## src/rtl/hazard_scoreboard_pkg.sv

```systemverilog
// Shared pipeline constants and helpers for the ID-stage hazard scoreboard.
// Latency: n/a (types, constants and a constant function only).
// Backpressure: n/a.
package hazard_scoreboard_pkg;

    // Register 0 is hardwired to zero and never tracked.
    localparam logic [4:0] REG_ZERO = 5'd0;

    // Cycles from load issue until the loaded value is forwardable.
    localparam int LOAD_LAT = 1;

    // Number of architectural GPRs.
    localparam int NUM_REGS = 32;

    // Kind of result producer sitting in ID.
    typedef enum logic [1:0] {
        PROD_ALU    = 2'd0,
        PROD_LOAD   = 2'd1,
        PROD_MULDIV = 2'd2
    } prod_e;

    // Bits needed to hold a countdown from lat down to 0: ceil(log2(lat+1)), at least 1.
    function automatic int cnt_width(input int lat);
        int w;
        w = 1;
        for (int i = 0; i < 31; i++) begin
            if ((1 << i) < lat + 1) begin
                w = i + 1;
            end
        end
        return w;
    endfunction

endpackage

```

## src/rtl/hazard_scoreboard_reg_countdown.sv

```systemverilog
// Single down-counter: loads a start value, otherwise counts down to zero and stays there.
// Latency: the count updates one cycle after load/dec are sampled.
// Backpressure: none; load overrides decrement on the same cycle.
//
// Ports:
//   clk, rst        clock and synchronous active-high reset
//   load, load_val  restart the countdown at load_val
//   dec             decrement by one when nonzero
//   cnt             current countdown value
module reg_countdown #(
    parameter int W = 3
) (
    input  logic         clk,
    input  logic         rst,
    input  logic         load,
    input  logic [W-1:0] load_val,
    input  logic         dec,
    output logic [W-1:0] cnt
);

    always_ff @(posedge clk) begin
        if (rst) begin
            cnt <= '0;
        end else if (load) begin
            cnt <= load_val;
        end else if (dec && (cnt != '0)) begin
            cnt <= cnt - W'(1);
        end
    end

endmodule

```

## src/rtl/hazard_scoreboard.sv

```systemverilog
// ID-stage scoreboard: stalls the ID instruction while a source/dest GPR or the mult/div unit is pending.
// Latency: stall/issue are combinational in the ID cycle; countdowns update on the next rising edge.
// Backpressure: stall holds PC and IF/ID and bubbles ID/EX; flush overrides stall and kills the instruction.
//
// Ports:
//   clk, rst                       clock, synchronous active-high reset
//   id_valid, id_rs, id_rt         ID instruction and its source registers
//   id_uses_rs, id_uses_rt         source read enables
//   id_we, id_wn                   destination write enable / register
//   id_is_load, id_is_muldiv       producer class of the ID instruction
//   flush                          ID instruction killed this cycle
//   stall, issue                   hold / advance the ID instruction
//   md_busy, pending               mult/div occupied, per-register pending bits
//   stall_count                    saturating count of stall cycles
module hazard_scoreboard
    import hazard_scoreboard_pkg::*;
#(
    parameter int MULDIV_LAT = 4
) (
    input  logic        clk,
    input  logic        rst,
    input  logic        id_valid,
    input  logic [4:0]  id_rs,
    input  logic [4:0]  id_rt,
    input  logic        id_uses_rs,
    input  logic        id_uses_rt,
    input  logic        id_we,
    input  logic [4:0]  id_wn,
    input  logic        id_is_load,
    input  logic        id_is_muldiv,
    input  logic        flush,
    output logic        stall,
    output logic        issue,
    output logic        md_busy,
    output logic [31:0] pending,
    output logic [15:0] stall_count
);

    localparam int CW = cnt_width(MULDIV_LAT);

    prod_e          prod;
    logic           live;
    logic           src_haz;
    logic           waw_haz;
    logic           md_haz;
    logic           tracks_write;
    logic [CW-1:0]  wr_lat;
    logic [CW-1:0]  md_cnt;

    // Classify the producer; a plain ALU result is covered by EX/MEM forwarding.
    always_comb begin
        prod = PROD_ALU;
        if (id_is_load) begin
            prod = PROD_LOAD;
        end else if (id_is_muldiv) begin
            prod = PROD_MULDIV;
        end
    end

    assign tracks_write = id_we && (id_wn != REG_ZERO) && (prod != PROD_ALU);
    assign wr_lat       = (prod == PROD_LOAD) ? CW'(LOAD_LAT) : CW'(MULDIV_LAT);

    // Per-register countdowns for r = 1..31; r0 is never tracked.
    assign pending[0] = 1'b0;

    for (genvar r = 1; r < NUM_REGS; r++) begin : g_reg
        logic [CW-1:0] cnt_r;

        reg_countdown #(
            .W (CW)
        ) u_cnt (
            .clk      (clk),
            .rst      (rst),
            .load     (issue && tracks_write && (id_wn == 5'(r))),
            .load_val (wr_lat),
            .dec      (1'b1),
            .cnt      (cnt_r)
        );

        assign pending[r] = (cnt_r != '0);
    end

    // Mult/div unit occupancy uses the same countdown.
    reg_countdown #(
        .W (CW)
    ) u_md_cnt (
        .clk      (clk),
        .rst      (rst),
        .load     (issue && id_is_muldiv),
        .load_val (CW'(MULDIV_LAT)),
        .dec      (1'b1),
        .cnt      (md_cnt)
    );

    assign md_busy = (md_cnt != '0);

    // pending[0] is constant zero, so the explicit r0 compares are belt and braces.
    assign src_haz = (id_uses_rs && (id_rs != REG_ZERO) && pending[id_rs])
                   | (id_uses_rt && (id_rt != REG_ZERO) && pending[id_rt]);
    assign waw_haz = id_we && (id_wn != REG_ZERO) && pending[id_wn];
    assign md_haz  = id_is_muldiv && md_busy;

    assign live  = id_valid && !flush;
    assign stall = live && (src_haz || waw_haz || md_haz);
    assign issue = live && !stall;

    always_ff @(posedge clk) begin
        if (rst) begin
            stall_count <= '0;
        end else if (stall && (stall_count != 16'hFFFF)) begin
            stall_count <= stall_count + 16'd1;
        end
    end

endmodule
```

## config.mk

```make
export PLATFORM = sky130hd
export DESIGN_NAME = hazard_scoreboard
export DESIGN_NICKNAME = d
export VERILOG_FILES = /design/src/rtl/hazard_scoreboard_pkg.sv /design/src/rtl/hazard_scoreboard_reg_countdown.sv /design/src/rtl/hazard_scoreboard.sv
export SDC_FILE = /design/constraint.sdc
export NUM_CORES = 1
export LEC_CHECK = 0
export ABC_AREA = 1
export BUFFER_PORTS_ARGS = -buffer_cell sky130_fd_sc_hd__buf_4
export CAP_MARGIN = 20
export CORE_MARGIN = 2
export CORE_UTILIZATION = 35
export DETAILED_ROUTE_END_ITERATION = 10
export PLACE_DENSITY = 0.56
export SYNTH_ARGS = -nofsm -noshare
export SYNTH_HDL_FRONTEND = slang
export SYNTH_SLANG_ARGS = --single-unit
```

## constraint.sdc

```tcl
create_clock -name clk -period 2.8 [get_ports clk]
set_clock_uncertainty 0.15 [all_clocks]
set_input_delay 0.28 -clock clk [delete_from_list [all_inputs] [get_ports clk]]
set_output_delay 0.28 -clock clk [all_outputs]
set_load 0.01 [all_outputs]
```

# After elaboration in Yosys (flattened, before gate mapping)
# Index checks and enable logic that the tools add are counted.
# totals
reg_bits	112
word_cells	295
inputBits	24
# op_classes
bitwise	1
reduce_logical	118
muxes	73
order_cmp	3
addsub	33
n_eq_ne	33
# ops
operator	n
$mux 3	65
$reduce_bool 3->1	32
$sub 3x1->3 const B	32
$eq 5x5->1 const B	16
$reduce_bool 2->1	33
$logic_and 1x1->1	45
$eq 5x4->1 const B	8
$eq 5x3->1 const B	4
$lt 5x6->1 const B	3
$add 16x1->16 const B	1
$ne 16x16->1 const B	1
$bmux 1 s5	3
$reduce_bool 5->1	3
$eq 5x2->1 const B	2
$eq 5x1->1 const B	1
$mux 2	2
$mux 1	3
$eq 2x1->1 const B	1
$logic_not 1->1	2
$logic_or 1x1->1	2
$reduce_or 2->1	1
$or 1x1->1	1

# Logic depth before layout (Yosys ltp)
# Gate-level depths: netlist of run 1.
# depth
depth_word	13
mapped_depth	18
mapped_depth_nobuf	17

# Cells and area by module
# Synthesis of run 1 repeated with hierarchy kept, for this count alone.
# hier_totals
cells_unflattened	1663
area_unflattened_um2	9158.8
# by_module_without_submodules
mod	seq_area_each_um2	cells_per_inst	area_each_um2	n_inst
reg_countdown	60.1	34	201.4	32
hazard_scoreboard	320.3	575	2712.6	1

# Worst setup path after synthesis of run 1
# No wires, ideal clock.
# synth_path
path_kind	reg-to-reg
from	reg g_reg[15].u_cnt.cnt[0]
to	reg g_reg[5].u_cnt.cnt[0]
arrival_time_ns	2.069
required_time_ns	2.539
n_path_buf	1
stages_incl_launch_ff	19
setup_slack_ns	0.469
setup_ns	0.111
cell_sequence	dfxtp_1 inv_1 ha_1 nand2_1 a21oi_1 o21ai_0 nand2_1 nand3_1 nand2_1 nand2_1 nand3b_1 inv_1 nor2_1 nand3_1 buf_2 nor2_1 nor2_1 nor2_1 nor2_1
# synth_between
elab_chain_len	13
word_cells_on_any_way	20
classes_between	mux (7); bitwise (1); reduce/logical (12)
# synth_lines
item	line_no	source
from (decl)	hazard_scoreboard_reg_countdown.sv:18	output logic [W-1:0] cnt
from (signal assigned)	hazard_scoreboard_reg_countdown.sv:25	cnt <= load_val;
from (signal assigned)	hazard_scoreboard_reg_countdown.sv:27	cnt <= cnt - W'(1);
$reduce_bool 3->1 *	hazard_scoreboard.sv:80	assign pending[r] = (cnt_r != '0);
via pending[15]	hazard_scoreboard.sv:35	output logic [31:0] pending,
$bmux 1 s5 (on tied branches)	hazard_scoreboard.sv:98, hazard_scoreboard.sv:99	
$mux 1 (on tied branches)	hazard_scoreboard.sv:98, hazard_scoreboard.sv:99	
$logic_and 1x1->1 (on tied branches)	hazard_scoreboard.sv:98, hazard_scoreboard.sv:99	
$or 1x1->1	hazard_scoreboard.sv:99	| (id_uses_rt && (id_rt != REG_ZERO) && pending[id_rt]);
$logic_or 1x1->1 * (2 in a row)	hazard_scoreboard.sv:104	assign stall = live && (src_haz || waw_haz || md_haz);
$logic_and 1x1->1 *	hazard_scoreboard.sv:104	
$logic_not 1->1 *	hazard_scoreboard.sv:105	assign issue = live && !stall;
$logic_and 1x1->1 *	hazard_scoreboard.sv:105	
$logic_and 1x1->1 * (2 in a row)	hazard_scoreboard.sv:74	.load (issue && tracks_write && (id_wn == 5'(r))),
$mux 3 / $reduce_bool 2->1 (equally long branches)	--	
to (signal assigned)	hazard_scoreboard_reg_countdown.sv:25	
to (signal assigned)	hazard_scoreboard_reg_countdown.sv:27	
to (decl)	hazard_scoreboard_reg_countdown.sv:18	
# The timed path passes the listed nets; every way through them passes the cells marked *. The select of a mux whose other input is x is not followed.
# A chain may end at the register's enable or synchronous reset.

# Worst setup path in the final report of run 1
# layout_path
from	reg g_reg[8].u_cnt.cnt[0]
to	out stall
# layout_between
elab_chain_len	8
word_cells_on_any_way	14
classes_between	mux (6); bitwise (1); reduce/logical (7)
# layout_lines
item	line_no	source
from (decl)	hazard_scoreboard_reg_countdown.sv:18	
from (signal assigned)	hazard_scoreboard_reg_countdown.sv:25	
from (signal assigned)	hazard_scoreboard_reg_countdown.sv:27	
$reduce_bool 3->1 *	hazard_scoreboard.sv:80	
$bmux 1 s5 (on tied branches)	hazard_scoreboard.sv:98, hazard_scoreboard.sv:99	
$mux 1 (on tied branches)	hazard_scoreboard.sv:98, hazard_scoreboard.sv:99	
$logic_and 1x1->1 (on tied branches)	hazard_scoreboard.sv:98, hazard_scoreboard.sv:99	
$or 1x1->1	hazard_scoreboard.sv:99	
$logic_or 1x1->1 * (2 in a row)	hazard_scoreboard.sv:104	
$logic_and 1x1->1 *	hazard_scoreboard.sv:104	
to (decl)	hazard_scoreboard.sv:32	output logic stall,
# Every way passes the cells marked *; elsewhere a longest branch is shown, timed or not. The select of a mux whose other input is x is not followed.

==> flow_metrics.tcl, run 1 <==
set metrics [dict create \
    final-seq-area_mm2 0.00224 \
    yosysWarnings 0 \
    rows 55 \
    die_area_mm2 0.0238 \
    clock_path_buffers 2 \
    grt_pass1_wl_mm 36.5 \
    synth-seq-area-share_pct 28.3 \
    ios 75 \
    crit_chain "inv_1 -> ha_1 -> nand2_1 -> nand2_1 -> nand3_1 -> nand3_1 -> nand3_1 -> nand2_1 -> nand2_1 -> nand3_2 -> nand3_1 -> nand2_1 -> inv_1 -> buf_6 -> buf_4" \
    crit_fanout 5 \
    p_switching_mw 4.54 \
    num_antenna_cells 0 \
    slew-limit-headroom_pct 65.0 \
    grt_usage_pct 18.8 \
    met2_length_mm 10.2 \
    required_ps 2370 \
    cpPeakStageDelay_ps 330 \
    p_leak_nw 4.83 \
    clockRootBuffer "clkbuf_16" \
    cap_violations 0 \
    crit_path_end_kind "primary output" \
    crit_path_start_kind "flop" \
    met1Wirelength_mm 11.0 \
    finalCritPeriodShare_pct 96.1 \
    ir_drop_uv 367 \
    drive_gt1_share_pct 21.2 \
    nFillCells 2388 \
    top_layer_used "met4" \
    path_clk_slew_ps 80 \
    dr.pass1.iters 5 \
    port_buffers 73 \
    swShare_pct 44.7 \
    synth_area_mm2 0.00791 \
    hold_viol_final 0 \
    wl_per_cell_um 13.7 \
    drtIter0Drc 548 \
    drc_errors 0 \
    critical-path-top-cell-by-count "nand2_1" \
    ys_ff_latch 112 \
    critPathKind "reg -> out" \
    setup_slack_ps 110 \
    synth.avg_cell_area_um2 6.25 \
    grt-ovfl-total 0 \
    holdWs_ps 65.4 \
    outcome "finished, final reports clean" \
    p_int_mw 5.60 \
    grt_max_degree 54 \
    vias_per_cell 4.78 \
    die_w_um 154 \
    crit_slowest_cell "dfxtp_1" \
    fin_util_pct 44.2 \
    synth_cells 1266 \
    antenna_found_initial 0 \
    layout.cells.non_filler 1674 \
    pre_cts_slack_ps 90.8 \
    cts_tree "yes" \
    worstMarginPinSlew_ps 525 \
    grt_pass1_vias 7292 \
    start_util_pct 35.3 \
    slew_viol_final 0 \
    postRouteWirelength_mm 23.0 \
    power.density_mw_per_mm2 1020 \
    post_dp_cell_area_mm2 0.00908 \
    final_cell_mix "nand2_1 (275), nor2_1 (195), inv_1 (136), buf_4 (131), nand3_1 (114)" \
    cp.arrival_ps 2260 \
    setup_violations 0 \
    multi_input_area_mm2 0.00505 \
    gp_congestion 1.00 \
    combPwrFrac_pct 61.9 \
    nets 1473 \
    power_frac_seq_pct 24.7 \
    clock_latency_ps 370 \
    power_mw 10.1 \
    fin_setup_tns_ps 0 \
    timing.final.crit_period_ps 2690 \
    design.core.area_mm2 0.0224 \
    cts_made_buffers 9 \
    synthToLayoutAreaGrowth_pct 25.4 \
    rsz0062_at_grt "yes" \
    via_count 7998 \
    ant_nets 0 \
    max_freq_mhz 372 \
    clkSinkCount 112 \
    final_common_cell "nand2_1" \
    dp.final_hpwl_mm 16.6 \
    synth_cell_type_count 30 \
    die_y_um 154 \
    hp-class "in -> reg" \
    dp_cells 1640 \
    synth_nets 1355 \
    wl_met3_mm 1.45 \
    htreeDepth 3 \
    critical_path.top_delay_family "simple AND/OR/NAND/NOR gates" \
    cp_num_buf_inv 4 \
    p_clk_share_pct 13.4 \
    finalInstanceArea_mm2 0.00992 \
]
-- cell usage after synthesis --
master | number | area, um^2
nand2_1 | 317 | 1190
nor2_1 | 204 | 766
inv_1 | 169 | 634
nand3_1 | 118 | 591
dfxtp_1 | 112 | 2240
ha_1 | 65 | 813
xor2_1 | 56 | 490
a21oi_1 | 52 | 260
o21ai_0 | 40 | 200
clkbuf_1 | 18 | 67.6
nand4_1 | 18 | 113
inv_2 | 14 | 52.6
and3_1 | 12 | 75.1
o211ai_1 | 12 | 90.1
clkinv_1 | 10 | 37.5
nor3_1 | 9 | 45.0
buf_2 | 8 | 40.0
o21ai_1 | 6 | 30.0
buf_1 | 5 | 18.8
nand2_2 | 5 | 31.3
buf_4 | 4 | 30.0
xnor2_1 | 4 | 35.0
a211oi_1 | 1 | 7.51
buf_6 | 1 | 11.3
clkbuf_2 | 1 | 5.00
conb_1 | 1 | 3.75
nand3b_1 | 1 | 7.51
nor2_2 | 1 | 6.26
nor2_4 | 1 | 11.3
o41ai_1 | 1 | 8.76
-- what timing repair did --
item                                   CTS  global route
endpoints found under the hold margin    0             0
buffers inserted                         0            13
hold buffers                             0             0
pin swaps                                0            24
setup endpoints to repair                1            94
cloned                                   0             5
gates resized for setup                  3           129
-- sequential cells by signal (all words and copies together) (netlist names) --
name          cells
g.u_cnt.cnt      93
stall_count      16
u_md_cnt.cnt      3
-- metal layers --
| metal | vias up | GRT usage [%] |
|---|---|---|
| met2 | 210 | 30.0 |
| li1 | 4173 | - |
| met3 | 25 | 3.53 |
| met4 | 0 | 5.07 |
| met5 | - | 0 |
| met1 | 3590 | 26.1 |
-- worst register-to-register path, delay by kind of cell, from the launching register on --
| kind | cells | cell delay (ps) |
|---|---|---|
| compound gates | 1 | 160 |
| simple gates | 13 | 1290 |
| flops | 1 | 330 |
| buf+inv | 4 | 520 |
| fa+ha+maj | 1 | 170 |
-- final timing paths --
path	start	cells after the start	slack, ps	endpoint
worst max register to register	g_reg[17].u_cnt.cnt[0]	19	140	g_reg[19].u_cnt.cnt[0]
worst min-delay path	id_is_muldiv	3	70	u_md_cnt.cnt[2]
worst min register to register	u_md_cnt.cnt[0]	2	320	u_md_cnt.cnt[0]
worst max-delay path	g_reg[8].u_cnt.cnt[0]	15	110	stall
-- power by group through the flow --
stage | Sequential (mW) | Combinational [mW] | Clock [mW]
after global routing | 2.58 | 7.17 | 1.46
after global placement | 2.49 | 5.80 | 0
final | 2.50 | 6.28 | 1.36
after detailed placement | 2.50 | 5.83 | 0
after CTS | 2.47 | 5.90 | 1.41
after floorplan | 2.46 | 3.83 | 0
-- kinds of logic after synthesis --
kind of cell	count (synthesis)	share of synthesized area, %
fa+ha+maj	65	10.3
buf+inv	230	11.3
compound gates	112	7.54
simple gates	686	35.8
flops	112	28.3
xor+xnor	60	6.64
other cells	1	0.0474
-- area by class of cell --
class | instances | area share [%]
Multi-Input combinational cell | 924 | 50.9
Clock inverter | 7 | 0.845
Timing Repair Buffer | 144 | 12.5
Sequential cell | 112 | 22.6
Clock buffer | 9 | 2.27
Tap cell | 285 | 3.59
Inverter | 193 | 7.33
(Power assumes the default switching activity.)
==> run 2, diff against run 1 <==
Settings changed: ABC_AREA 1 to unset.
==> flow_metrics.tcl, run 2 <==
set metrics [dict create \
    cp_num_buf_inv 3 \
    drive_gt1_share_pct 51.5 \
    rows 54 \
    synth_top_area_share_pct 28.7 \
    clkSinkCount 112 \
    final-seq-area_mm2 0.00230 \
    largest-register "g.u_cnt.cnt" \
    reg_top3 "g.u_cnt.cnt x93, stall_count x16, u_md_cnt.cnt x3" \
    required_ps 2370 \
    synth_top_family_by_area "simple AND/OR/NAND/NOR gates" \
    synth_nets 1011 \
    cts_tree "yes" \
    synthAdderAreaFrac_pct 10.4 \
    fin_util_pct 53.2 \
    setup_violations 114 \
    ios 75 \
    met2_length_mm 12.7 \
    grt_pass1_wl_mm 39.8 \
    num_antenna_cells 0 \
    largest_register_ffs 93 \
    synth-seq-area-share_pct 28.7 \
    synth_edf_count 0 \
    ys_ff_latch 112 \
    fin_setup_tns_ps -43550 \
    top_layer_used "met4" \
    yosysWarnings 0 \
    cp.arrival_ps 2930 \
    dp.final_hpwl_mm 18.4 \
    final_cell_mix "buf_4 (258), nor2_1 (69), dfxtp_1 (69), inv_2 (52), nand2_1 (51)" \
    cpPeakStageDelay_ps 500 \
    timing.final.crit_period_ps 3360 \
    grt_pass1_vias 7068 \
    start_util_pct 35.8 \
    synth.mux.area_fraction_pct 11.1 \
    hold_viol_final 0 \
    crit_fanout 5 \
    async_reset_ff_share_pct 0 \
    synthTopCellsByCount "dfxtp_1 (112), nor2_1 (73), inv_1 (71)" \
    combPwrFrac_pct 69.0 \
    holdWs_ps 144 \
    wl_per_cell_um 18.3 \
    gp_congestion 0.875 \
    power_frac_seq_pct 20.7 \
    grt_max_degree 65 \
    drc_errors 0 \
    synthSimpleGateAreaFrac_pct 20.3 \
    crit_chain "inv_2 -> ha_4 -> nand2b_1 -> mux4_2 -> mux4_2 -> and3_4 -> nor3_4 -> nor3b_4 -> buf_12 -> and2_4 -> buf_6" \
    finalInstanceArea_mm2 0.0116 \
    max_freq_mhz 298 \
    antenna_found_initial 0 \
    synth_cells 922 \
    port_buffers 73 \
    htreeDepth 3 \
    grt_usage_pct 21.4 \
    pre_cts_slack_ps -421 \
    critical-path-top-cell-by-count "mux4_2" \
    post_dp_cell_area_mm2 0.0103 \
    crit_path_end_kind "primary output" \
    nFillCells 1996 \
    synth.avg_cell_area_um2 8.46 \
    ant_nets 0 \
    synth-main-ff-cell "dfxtp_1" \
    dr.pass1.iters 6 \
    outcome "complete, but fails checks" \
    design.core.area_mm2 0.0218 \
    failed_checks "setup timing" \
    path_clk_slew_ps 80 \
    vias_per_cell 5.37 \
    slew-limit-headroom_pct 28.5 \
    p_clk_share_pct 10.3 \
    crit_slowest_cell "mux4_2" \
    clockRootBuffer "clkbuf_16" \
    synth_area_leaders "dfxtp_1 (29%), ha_1 (10%), mux4_2 (4.9%)" \
    die_y_um 153 \
    synth_top_cell_by_area "dfxtp_1" \
    met1Wirelength_mm 11.9 \
    ir_drop_uv 612 \
    clock_path_buffers 2 \
    die_w_um 153 \
    rsz0062_at_grt "yes" \
    power.density_mw_per_mm2 1090 \
    synth_cell_type_count 68 \
    drtIter0Drc 564 \
    p_switching_mw 4.97 \
    hp-class "in -> reg" \
    synth_compound_area_share_pct 17.1 \
    yosysMostFrequentCell "dfxtp_1" \
    yosys.area_share.xor_xnor_pct 3.59 \
    p_int_mw 7.66 \
    die_area_mm2 0.0235 \
    crit_path_start_kind "flop" \
    cts_made_buffers 9 \
    finalCritPeriodShare_pct 120 \
    setup_slack_ps -560 \
    cap_violations 0 \
    nets 1240 \
    grt-ovfl-total 0 \
    p_leak_nw 4.80 \
    postRouteWirelength_mm 26.2 \
    via_count 7715 \
    multi_input_area_mm2 0.00580 \
    swShare_pct 39.4 \
    wl_met3_mm 1.26 \
    critical_path.top_delay_family "multiplexers" \
    slew_viol_final 0 \
    critPathKind "reg -> out" \
    clock_latency_ps 370 \
    final_common_cell "buf_4" \
    synth_area_mm2 0.00780 \
    synthToLayoutAreaGrowth_pct 48.9 \
    worstMarginPinSlew_ps 1070 \
    cts_hold_buf 0 \
]
## run 2: cell count changes in the layout (fill, tap and decap cells not counted), moves of 28 or more
| cell | delta |
|---|---|
| nand3_1 | -104 |
| inv_1 | -116 |
| dfxtp_2 | +41 |
| nand2_1 | -224 |
| xor2_1 | -56 |
| nand2_2 | -37 |
| xnor2_1 | +28 |
| buf_4 | +127 |
| dfxtp_1 | -41 |
| o21ai_0 | -32 |
| buf_6 | +33 |
| nor2_1 | -126 |
## run 2: final timing paths
path	startpoint	to	slack, ps	cells past startpoint
setup / recovery	g_reg[23].u_cnt.cnt[1]	issue	-560	11
hold / removal	rst	g_reg[12].u_cnt.cnt[2]	140	2
setup reg to reg	g_reg[23].u_cnt.cnt[1]	g_reg[9].u_cnt.cnt[2]	-550	14
hold reg to reg	stall_count[1]	stall_count[1]	350	2
## run 2: routing by layer
metal,GRT usage (%),vias to the layer above
met4,6.66,0
met2,35.3,221
met1,29.6,3725
met5,0,-
li1,-,3737
met3,2.21,32
## run 2: repair_timing
item                                   4_1_cts  5_1_grt
setup endpoints to repair                  114      114
endpoints found under the hold margin        0        0
gates cloned                                 2        2
buffers inserted                            13       17
resized for setup                           50      106
pin swaps                                    9       39
## run 2: layout make-up
type / count / share of cell area, %
multi-input cells: 647 / 49.9
repair buffers: 309 / 22.6
flip-flops and latches: 112 / 19.8
well taps: 280 / 3.02
inverters: 72 / 2.33
clock buffers: 11 / 2.09
clock inverters: 5 / 0.345
## run 2: through the flow
| stage | power, mW | instances |
|---|---|---|
| 2_1_floorplan | 7.74 | 922 |
| 6_report | 12.6 | 1436 |
| 4_1_cts | 12.1 | 1419 |
| 3_5_place_dp | 10.4 | 1389 |
| 3_3_place_gp | 10.2 | 1389 |
| 5_1_grt | 13.6 | 1436 |
## run 2: worst register-to-register path, delay by kind of cell (launching register included)
family / cells / cell delay, ps
DFF: 1 / 330
muxes: 2 / 990
and+or+nand+nor: 5 / 890
AOI/OAI and AO/OA: 1 / 140
buffers and inverters: 5 / 640
adders and majority gates: 1 / 140
## run 2: logic make-up (layout without fill, tap and decap cells)
family,after synthesis,after routing
compound gates,189,189
xor+xnor,32,32
fa+ha+maj,65,65
buf+inv,163,397
flops,112,112
mux,61,61
other cells,1,1
simple gates,299,299
## run 2: power groups by stage
| stage | Sequential, mW | Clock [mW] | Combinational, mW |
|---|---|---|---|
| 2_1_floorplan | 2.62 | 0 | 5.12 |
| 3_3_place_gp | 2.62 | 0 | 7.59 |
| 3_5_place_dp | 2.63 | 0 | 7.73 |
| 4_1_cts | 2.61 | 1.32 | 8.18 |
| 5_1_grt | 2.69 | 1.40 | 9.49 |
| 6_report | 2.62 | 1.30 | 8.71 |
